[src/rtl/viterbi_stream_decoder.sv]
`default_nettype none
// ============================================================================
//  Module      : viterbi_stream_decoder
//  Description : Streaming Viterbi decoder for an I-state, K-symbol HMM.
//                Observations arrive over a valid/ready handshake, one ACS
//                step per accepted symbol (I parallel lanes). After the last
//                symbol the survivor memory is backtracked and the decoded
//                state path is streamed out in time order over valid/ready,
//                together with the best final log-score. All additions are
//                saturating in the W-bit signed log domain.
//  Ports       : clk, rst_n           clock / async active-low reset
//                start, length        decode request and sequence length L
//                logA, logC, logB     flattened model tables (static while busy)
//                obs_data/valid/ready observation stream
//                path_state/idx/valid/ready/last  decoded path stream
//                best_score           max final delta (held until next start)
//                busy                 high outside IDLE
//                err_len              one-cycle pulse on rejected length
//  Revision    : 1.0 - initial release
// ============================================================================
module viterbi_stream_decoder #(
  parameter int N = 16,
  parameter int I = 3,
  parameter int K = 3,
  parameter int W = 20
) (
  input  logic                       clk,
  input  logic                       rst_n,
  input  logic                       start,
  input  logic [$clog2(N+1)-1:0]     length,
  input  logic [I*I*W-1:0]           logA,
  input  logic [I*W-1:0]             logC,
  input  logic [I*K*W-1:0]           logB,
  input  logic [$clog2(K)-1:0]       obs_data,
  input  logic                       obs_valid,
  output logic                       obs_ready,
  output logic [$clog2(I)-1:0]       path_state,
  output logic [$clog2(N)-1:0]       path_idx,
  output logic                       path_valid,
  input  logic                       path_ready,
  output logic                       path_last,
  output logic [W-1:0]               best_score,
  output logic                       busy,
  output logic                       err_len
);

  localparam int LW = $clog2(N+1);
  localparam int SW = $clog2(I);
  localparam int IW = $clog2(N);

  typedef enum logic [2:0] {
    S_IDLE = 3'd0,
    S_INIT = 3'd1,
    S_ACS  = 3'd2,
    S_BACK = 3'd3,
    S_EMIT = 3'd4
  } state_t;

  // Saturating W-bit signed add: overflow shows as disagreement of the two
  // top bits of the W+1-bit sum; clamp toward the sign of the true result.
  function automatic logic signed [W-1:0] sat_add(input logic signed [W-1:0] a,
                                                  input logic signed [W-1:0] b);
    logic signed [W:0] s;
    s = {a[W-1], a} + {b[W-1], b};
    if (s[W] != s[W-1])
      sat_add = s[W] ? {1'b1, {(W-1){1'b0}}} : {1'b0, {(W-1){1'b1}}};
    else
      sat_add = s[W-1:0];
  endfunction

  // --------------------------------------------------------------------------
  // Registers
  // --------------------------------------------------------------------------
  state_t                state_q, state_d;
  logic [LW-1:0]         len_q, len_d;
  logic [LW-1:0]         t_q, t_d;
  logic [LW-1:0]         b_q, b_d;
  logic                  back_first_q, back_first_d;
  logic [IW-1:0]         idx_q, idx_d;
  logic signed [W-1:0]   best_q, best_d;
  logic                  err_q, err_d;
  logic signed [W-1:0]   delta_q [I];
  logic signed [W-1:0]   delta_d [I];
  logic [SW-1:0]         psi_q   [N][I];
  logic [SW-1:0]         psi_d   [N][I];
  logic [SW-1:0]         pbuf_q  [N];
  logic [SW-1:0]         pbuf_d  [N];

  // --------------------------------------------------------------------------
  // Table unpacking
  // --------------------------------------------------------------------------
  logic signed [W-1:0]   loga_w [I][I];
  logic signed [W-1:0]   logb_w [I][K];
  logic signed [W-1:0]   logc_w [I];

  generate
    for (genvar gi = 0; gi < I; gi++) begin : g_unpack_i
      assign logc_w[gi] = logC[gi*W +: W];
      for (genvar gj = 0; gj < I; gj++) begin : g_unpack_a
        assign loga_w[gi][gj] = logA[(gi*I+gj)*W +: W];
      end
      for (genvar gk = 0; gk < K; gk++) begin : g_unpack_b
        assign logb_w[gi][gk] = logB[(gi*K+gk)*W +: W];
      end
    end
  endgenerate

  // --------------------------------------------------------------------------
  // ACS lanes: one per destination state i
  // --------------------------------------------------------------------------
  logic signed [W-1:0]   emis_w       [I];
  logic signed [W-1:0]   init_delta_w [I];
  logic signed [W-1:0]   acs_delta_w  [I];
  logic [SW-1:0]         acs_psi_w    [I];

  generate
    for (genvar gi = 0; gi < I; gi++) begin : g_acs
      logic signed [W-1:0] best_v;
      logic signed [W-1:0] cand_v;
      logic [SW-1:0]       arg_v;

      assign emis_w[gi]       = logb_w[gi][obs_data];
      assign init_delta_w[gi] = sat_add(logc_w[gi], emis_w[gi]);

      // Strict '>' keeps the lowest predecessor index on ties.
      always_comb begin
        best_v = sat_add(delta_q[0], loga_w[0][gi]);
        arg_v  = '0;
        cand_v = best_v;
        for (int j = 1; j < I; j++) begin
          cand_v = sat_add(delta_q[j], loga_w[j][gi]);
          if (cand_v > best_v) begin
            best_v = cand_v;
            arg_v  = SW'(j);
          end
        end
      end

      assign acs_delta_w[gi] = sat_add(best_v, emis_w[gi]);
      assign acs_psi_w[gi]   = arg_v;
    end
  endgenerate

  // --------------------------------------------------------------------------
  // Final argmax over delta (lowest index wins ties)
  // --------------------------------------------------------------------------
  logic signed [W-1:0]   fin_max_w;
  logic [SW-1:0]         fin_arg_w;

  always_comb begin
    fin_max_w = delta_q[0];
    fin_arg_w = '0;
    for (int j = 1; j < I; j++) begin
      if (delta_q[j] > fin_max_w) begin
        fin_max_w = delta_q[j];
        fin_arg_w = SW'(j);
      end
    end
  end

  // --------------------------------------------------------------------------
  // Control / datapath next-state
  // --------------------------------------------------------------------------
  logic [LW-1:0]         lm1_w;
  logic [LW-1:0]         bm1_w;
  logic                  obs_ready_w;
  logic                  len_bad_w;

  assign lm1_w     = len_q - 1'b1;
  assign bm1_w     = b_q - 1'b1;
  assign len_bad_w = (length == '0) || (length > LW'(N));

  always_comb begin
    state_d      = state_q;
    len_d        = len_q;
    t_d          = t_q;
    b_d          = b_q;
    back_first_d = back_first_q;
    idx_d        = idx_q;
    best_d       = best_q;
    err_d        = 1'b0;
    delta_d      = delta_q;
    psi_d        = psi_q;
    pbuf_d       = pbuf_q;
    obs_ready_w  = 1'b0;

    case (state_q)
      S_IDLE: begin
        idx_d = '0;
        if (start) begin
          if (len_bad_w) begin
            err_d = 1'b1;
          end else begin
            len_d   = length;
            state_d = S_INIT;
          end
        end
      end

      S_INIT: begin
        obs_ready_w = 1'b1;
        if (obs_valid) begin
          delta_d      = init_delta_w;
          t_d          = LW'(1);
          back_first_d = 1'b1;
          state_d      = (len_q > LW'(1)) ? S_ACS : S_BACK;
        end
      end

      S_ACS: begin
        obs_ready_w = 1'b1;
        if (obs_valid) begin
          delta_d = acs_delta_w;
          for (int i = 0; i < I; i++) begin
            psi_d[t_q[IW-1:0]][i] = acs_psi_w[i];
          end
          t_d = t_q + 1'b1;
          if (t_q == lm1_w) begin
            back_first_d = 1'b1;
            state_d      = S_BACK;
          end
        end
      end

      S_BACK: begin
        if (back_first_q) begin
          // Seed the traceback with the best terminal state.
          best_d                   = fin_max_w;
          pbuf_d[lm1_w[IW-1:0]]    = fin_arg_w;
          b_d                      = lm1_w;
          back_first_d             = 1'b0;
          if (len_q == LW'(1)) begin
            idx_d   = '0;
            state_d = S_EMIT;
          end
        end else begin
          pbuf_d[bm1_w[IW-1:0]] = psi_q[b_q[IW-1:0]][pbuf_q[b_q[IW-1:0]]];
          b_d                   = bm1_w;
          if (b_q == LW'(1)) begin
            idx_d   = '0;
            state_d = S_EMIT;
          end
        end
      end

      S_EMIT: begin
        if (path_ready) begin
          if (idx_q == lm1_w[IW-1:0]) begin
            idx_d   = '0;
            state_d = S_IDLE;
          end else begin
            idx_d = idx_q + 1'b1;
          end
        end
      end

      default: state_d = S_IDLE;
    endcase
  end

  always_ff @(posedge clk or negedge rst_n) begin
    if (!rst_n) begin
      state_q      <= S_IDLE;
      len_q        <= '0;
      t_q          <= '0;
      b_q          <= '0;
      back_first_q <= 1'b0;
      idx_q        <= '0;
      best_q       <= '0;
      err_q        <= 1'b0;
      for (int i = 0; i < I; i++) begin
        delta_q[i] <= '0;
      end
      for (int n = 0; n < N; n++) begin
        pbuf_q[n] <= '0;
        for (int i = 0; i < I; i++) begin
          psi_q[n][i] <= '0;
        end
      end
    end else begin
      state_q      <= state_d;
      len_q        <= len_d;
      t_q          <= t_d;
      b_q          <= b_d;
      back_first_q <= back_first_d;
      idx_q        <= idx_d;
      best_q       <= best_d;
      err_q        <= err_d;
      delta_q      <= delta_d;
      psi_q        <= psi_d;
      pbuf_q       <= pbuf_d;
    end
  end

  // --------------------------------------------------------------------------
  // Outputs
  // --------------------------------------------------------------------------
  assign obs_ready  = obs_ready_w;
  assign path_valid = (state_q == S_EMIT);
  assign path_idx   = idx_q;
  assign path_state = path_valid ? pbuf_q[idx_q] : '0;
  assign path_last  = path_valid && (idx_q == lm1_w[IW-1:0]);
  assign best_score = best_q;
  assign busy       = (state_q != S_IDLE);
  assign err_len    = err_q;

endmodule
`default_nettype wire

[config.mk]
export PLATFORM = sky130hd
export DESIGN_NAME = viterbi_stream_decoder
export DESIGN_NICKNAME = d
export VERILOG_FILES = /design/src/rtl/viterbi_stream_decoder.sv
export SDC_FILE = /design/constraint.sdc
export NUM_CORES = 2
export LEC_CHECK = 0
export ABC_AREA = 0
export ABC_CLOCK_PERIOD_IN_PS = 11900
export CAP_MARGIN = 20
export CORE_UTILIZATION = 30
export CTS_CLUSTER_SIZE = 40
export DETAILED_ROUTE_END_ITERATION = 10
export HOLD_SLACK_MARGIN = 0.08
export PLACE_DENSITY = 0.51
export SLEW_MARGIN = 25
export SYNTH_ARGS = -nofsm -noshare
export SYNTH_HDL_FRONTEND = slang
export SYNTH_SLANG_ARGS = --single-unit
[constraint.sdc]
create_clock -name clk -period 11.9 [get_ports clk]
set_input_delay 2.38 -clock clk [delete_from_list [all_inputs] [get_ports clk]]
set_output_delay 2.38 -clock clk [all_outputs]
set_load 0.02 [all_outputs]
==> results.cfg <==
[status]
status = finished, final reports clean

[worst_hold_path]
hp-class = reg2reg
hold_start = psi_q[66]
hold_end = psi_q[66]
hold_path_depth = 2

[global_routing]
overflow = 0
first_global_vias = 36416
grt_util_all_layers_pct = 25.9
grt_pass1_wl_um = 228000
antenna_found_initial = 18
grt_start_max_net_pins = 141

[cts]
cts_sinks = 232
clk_latency_ps = 630
cts_buffer_depth = 3
cts_made_buffers = 31
cts_hold_buffers = 0
cts_tree = yes
htreeDepth = 1
path_clk_slew_ps = 60
cts-root-buf = clkbuf_16

[drt]
routedWlPerCell_um = 22.5
drt_pre_antenna_iters = 5
antenna_left = 0
route.detailed.drc = 0
via_per_inst = 5.38
drt-initial-drc-count = 2391
num_vias = 37484
routed_wl_um = 157000

[cells_and_area]
final_common_cell = buf_4
nets = 6379
mostFrequentLayoutCells = 798 x buf_4, 433 x nand2_1, 427 x ha_1
syn2layout_area_growth_pct = 46.6
layout-drive-gt1-share_pct = 26.1
layout.cells.non_filler = 6964
postLayoutCoreUtil_pct = 44.5

[floorplanning]
rows = 123
initial_core_util_pct = 30.3
io_pins = 463
fp.coreArea_um2 = 113000
dieArea_um2 = 115000
die_h_um = 339
die_w_um = 339

[setup_path]
endpoint_kind = register
critPathBufInv = 7
path_class = in2reg
arrival_ps = 12320
crit_required_ps = 12410
max_stage_delay_ps = 520
r2r_start = delta_q[50]
r2r-end = delta_q[11]
critPathTopFamily = compound AO/OA/AOI/OAI gates
cp-start-kind = primary input
critical_path.slowest_cell = or4_4
worst-r2r-setup-slack_ps = 930
cp_max_fo = 9
reg2reg_depth = 52

[synthesis]
synth_seq_area_share_pct = 17.0
synth_area_leaders = ha_1 18%, dfrtp_1 17%, o21ai_0 5.1%, nand2_1 4.9%, mux2i_1 4.4%
postSynthAreaPerCell_um2 = 8.02
syn_area_um2 = 34200
yosys_most_used_dff = dfrtp_1
yosysWarnings = 0
syn_inst = 4263
synth_top_area_share_pct = 18.5
ys_ff_latch = 232
synth.net_count = 5214
synth_edf_count = 0
synth_cell_types = 94
yosysTopAreaCell = ha_1
async_flop_share_pct = 100

[placed_design]
io_buffer_count = 462
place_congestion = 0.993
dp_hpwl_um = 127000
place_inst = 6802
pre_cts_slack_ps = -1340

[sta]
setup_viol = 0
skew_ps = 31.0
rsz0062_at_grt = yes
setup_ws_ps = 89.6
max_freq_ghz = 0.0847
relSlewSlack_pct = 23.4
timing.final.crit_share_pct = 99.2
maxSlewViolCount = 0
hold_viol_final = 0
worst_pin_slew_ps = 1140
min_period_ps = 11810

[run]
cap_violations = 0
## logic make-up after synthesis
kind of cell	Yosys count	synth area share [%]
DFF	232	17.0
AOI/OAI and AO/OA	1416	26.9
and+or+nand+nor	1188	16.2
muxes	261	9.63
xor gates and xnor gates	250	6.41
adders and majority gates	519	19.3
buffers and inverters	397	4.53
## Yosys cell counts, types with 15 or more instances
library cell and count:
o21bai_1 35, o21ai_1 34, xor2_1 116, a21o_1 134, nand3_1 63, nand2_1 442
o31ai_1 52, fa_1 15, nor2b_1 43, ha_1 504, o21ai_0 348, a2111oi_0 16
o211a_1 15, mux2i_1 151, o211ai_1 47, nand4_1 45, clkbuf_1 135, o22ai_1 36
o21a_1 89, and3_1 38, or2_2 23, nand2b_1 65, dfrtp_1 232, nor3_1 75
and2_1 34, buf_2 23, mux4_2 48, a211oi_1 96, a22o_1 29, a31oi_1 38
xnor2_1 134, a21oi_1 292, mux2_2 62, o221ai_1 17, or3_1 25, nor2_1 283
inv_1 223
## routing by layer
metal  vias to the layer above  GRT usage, %  part of all wire [%]
li1                      18180             -                     -
met1                     18040          34.1                    43
met2                      1027          43.5                    47
met3                       227          3.57                   5.9
met4                        10          8.06                   3.9
met5                         -             0                 0.041
## metrics by stage
step                hold WS (ps)  TNS, ps  instance area (um^2)
floorplan                    445   -0.951                 34400
global placement             457   -60330                 45900
detailed placement           468   -66850                 45900
CTS                          482        0                 48000
global route                 498    -5660                 50100
finish                       476        0                 50100
## cell type report
type / count / area (um^2)
fill: 11301 / 62500
antenna: 11 / 27.5
tap: 1500 / 1880
timing repair buffer: 1299 / 11200
inverter: 227 / 868
clock buffer: 35 / 831
sequential: 232 / 5810
multi-input combinational: 3637 / 29200
clock inverter: 23 / 335
## state kept, by name, indices dropped and copies added, names as in the netlist, 4 cells and up
name,count
b_q,5
pbuf_q,32
delta_q,60
t_q,5
path_idx,4
psi_q,96
len_q,5
best_score,20
## worst reg2reg max path, delay by kind of cell, from the launching register on
kind | cells | cell delay [ps]
AOI/OAI and AO/OA | 23 | 3890
and+or+nand+nor | 12 | 2240
buffers and inverters | 6 | 930
xor gates and xnor gates | 2 | 330
adders and majority gates | 6 | 1650
DFF | 1 | 900
muxes | 3 | 910
## what timing repair did
action	CTS	global route
cloned	5	5
resized for setup	192	372
setup endpoints to repair	59	60
buffers inserted	40	51
pin swaps	97	167
## how the worst max path moves through the flow
stage	slack, ps	depth (start not counted)	end	start
final	90	53	delta_q[11]	logA[50]
after global routing	-290	55	delta_q[18]	logA[51]
after CTS	0.3	56	delta_q[18]	logA[54]
after detailed placement	-1340	56	delta_q[18]	logA[101]
after global placement	-1280	58	delta_q[18]	logA[101]
after floorplan	-1	53	delta_q[24]	logA[21]
Power is left out: the tool's default activity adds up to more than one toggle a clock period on the data nets, which glitch-free logic cannot reach.
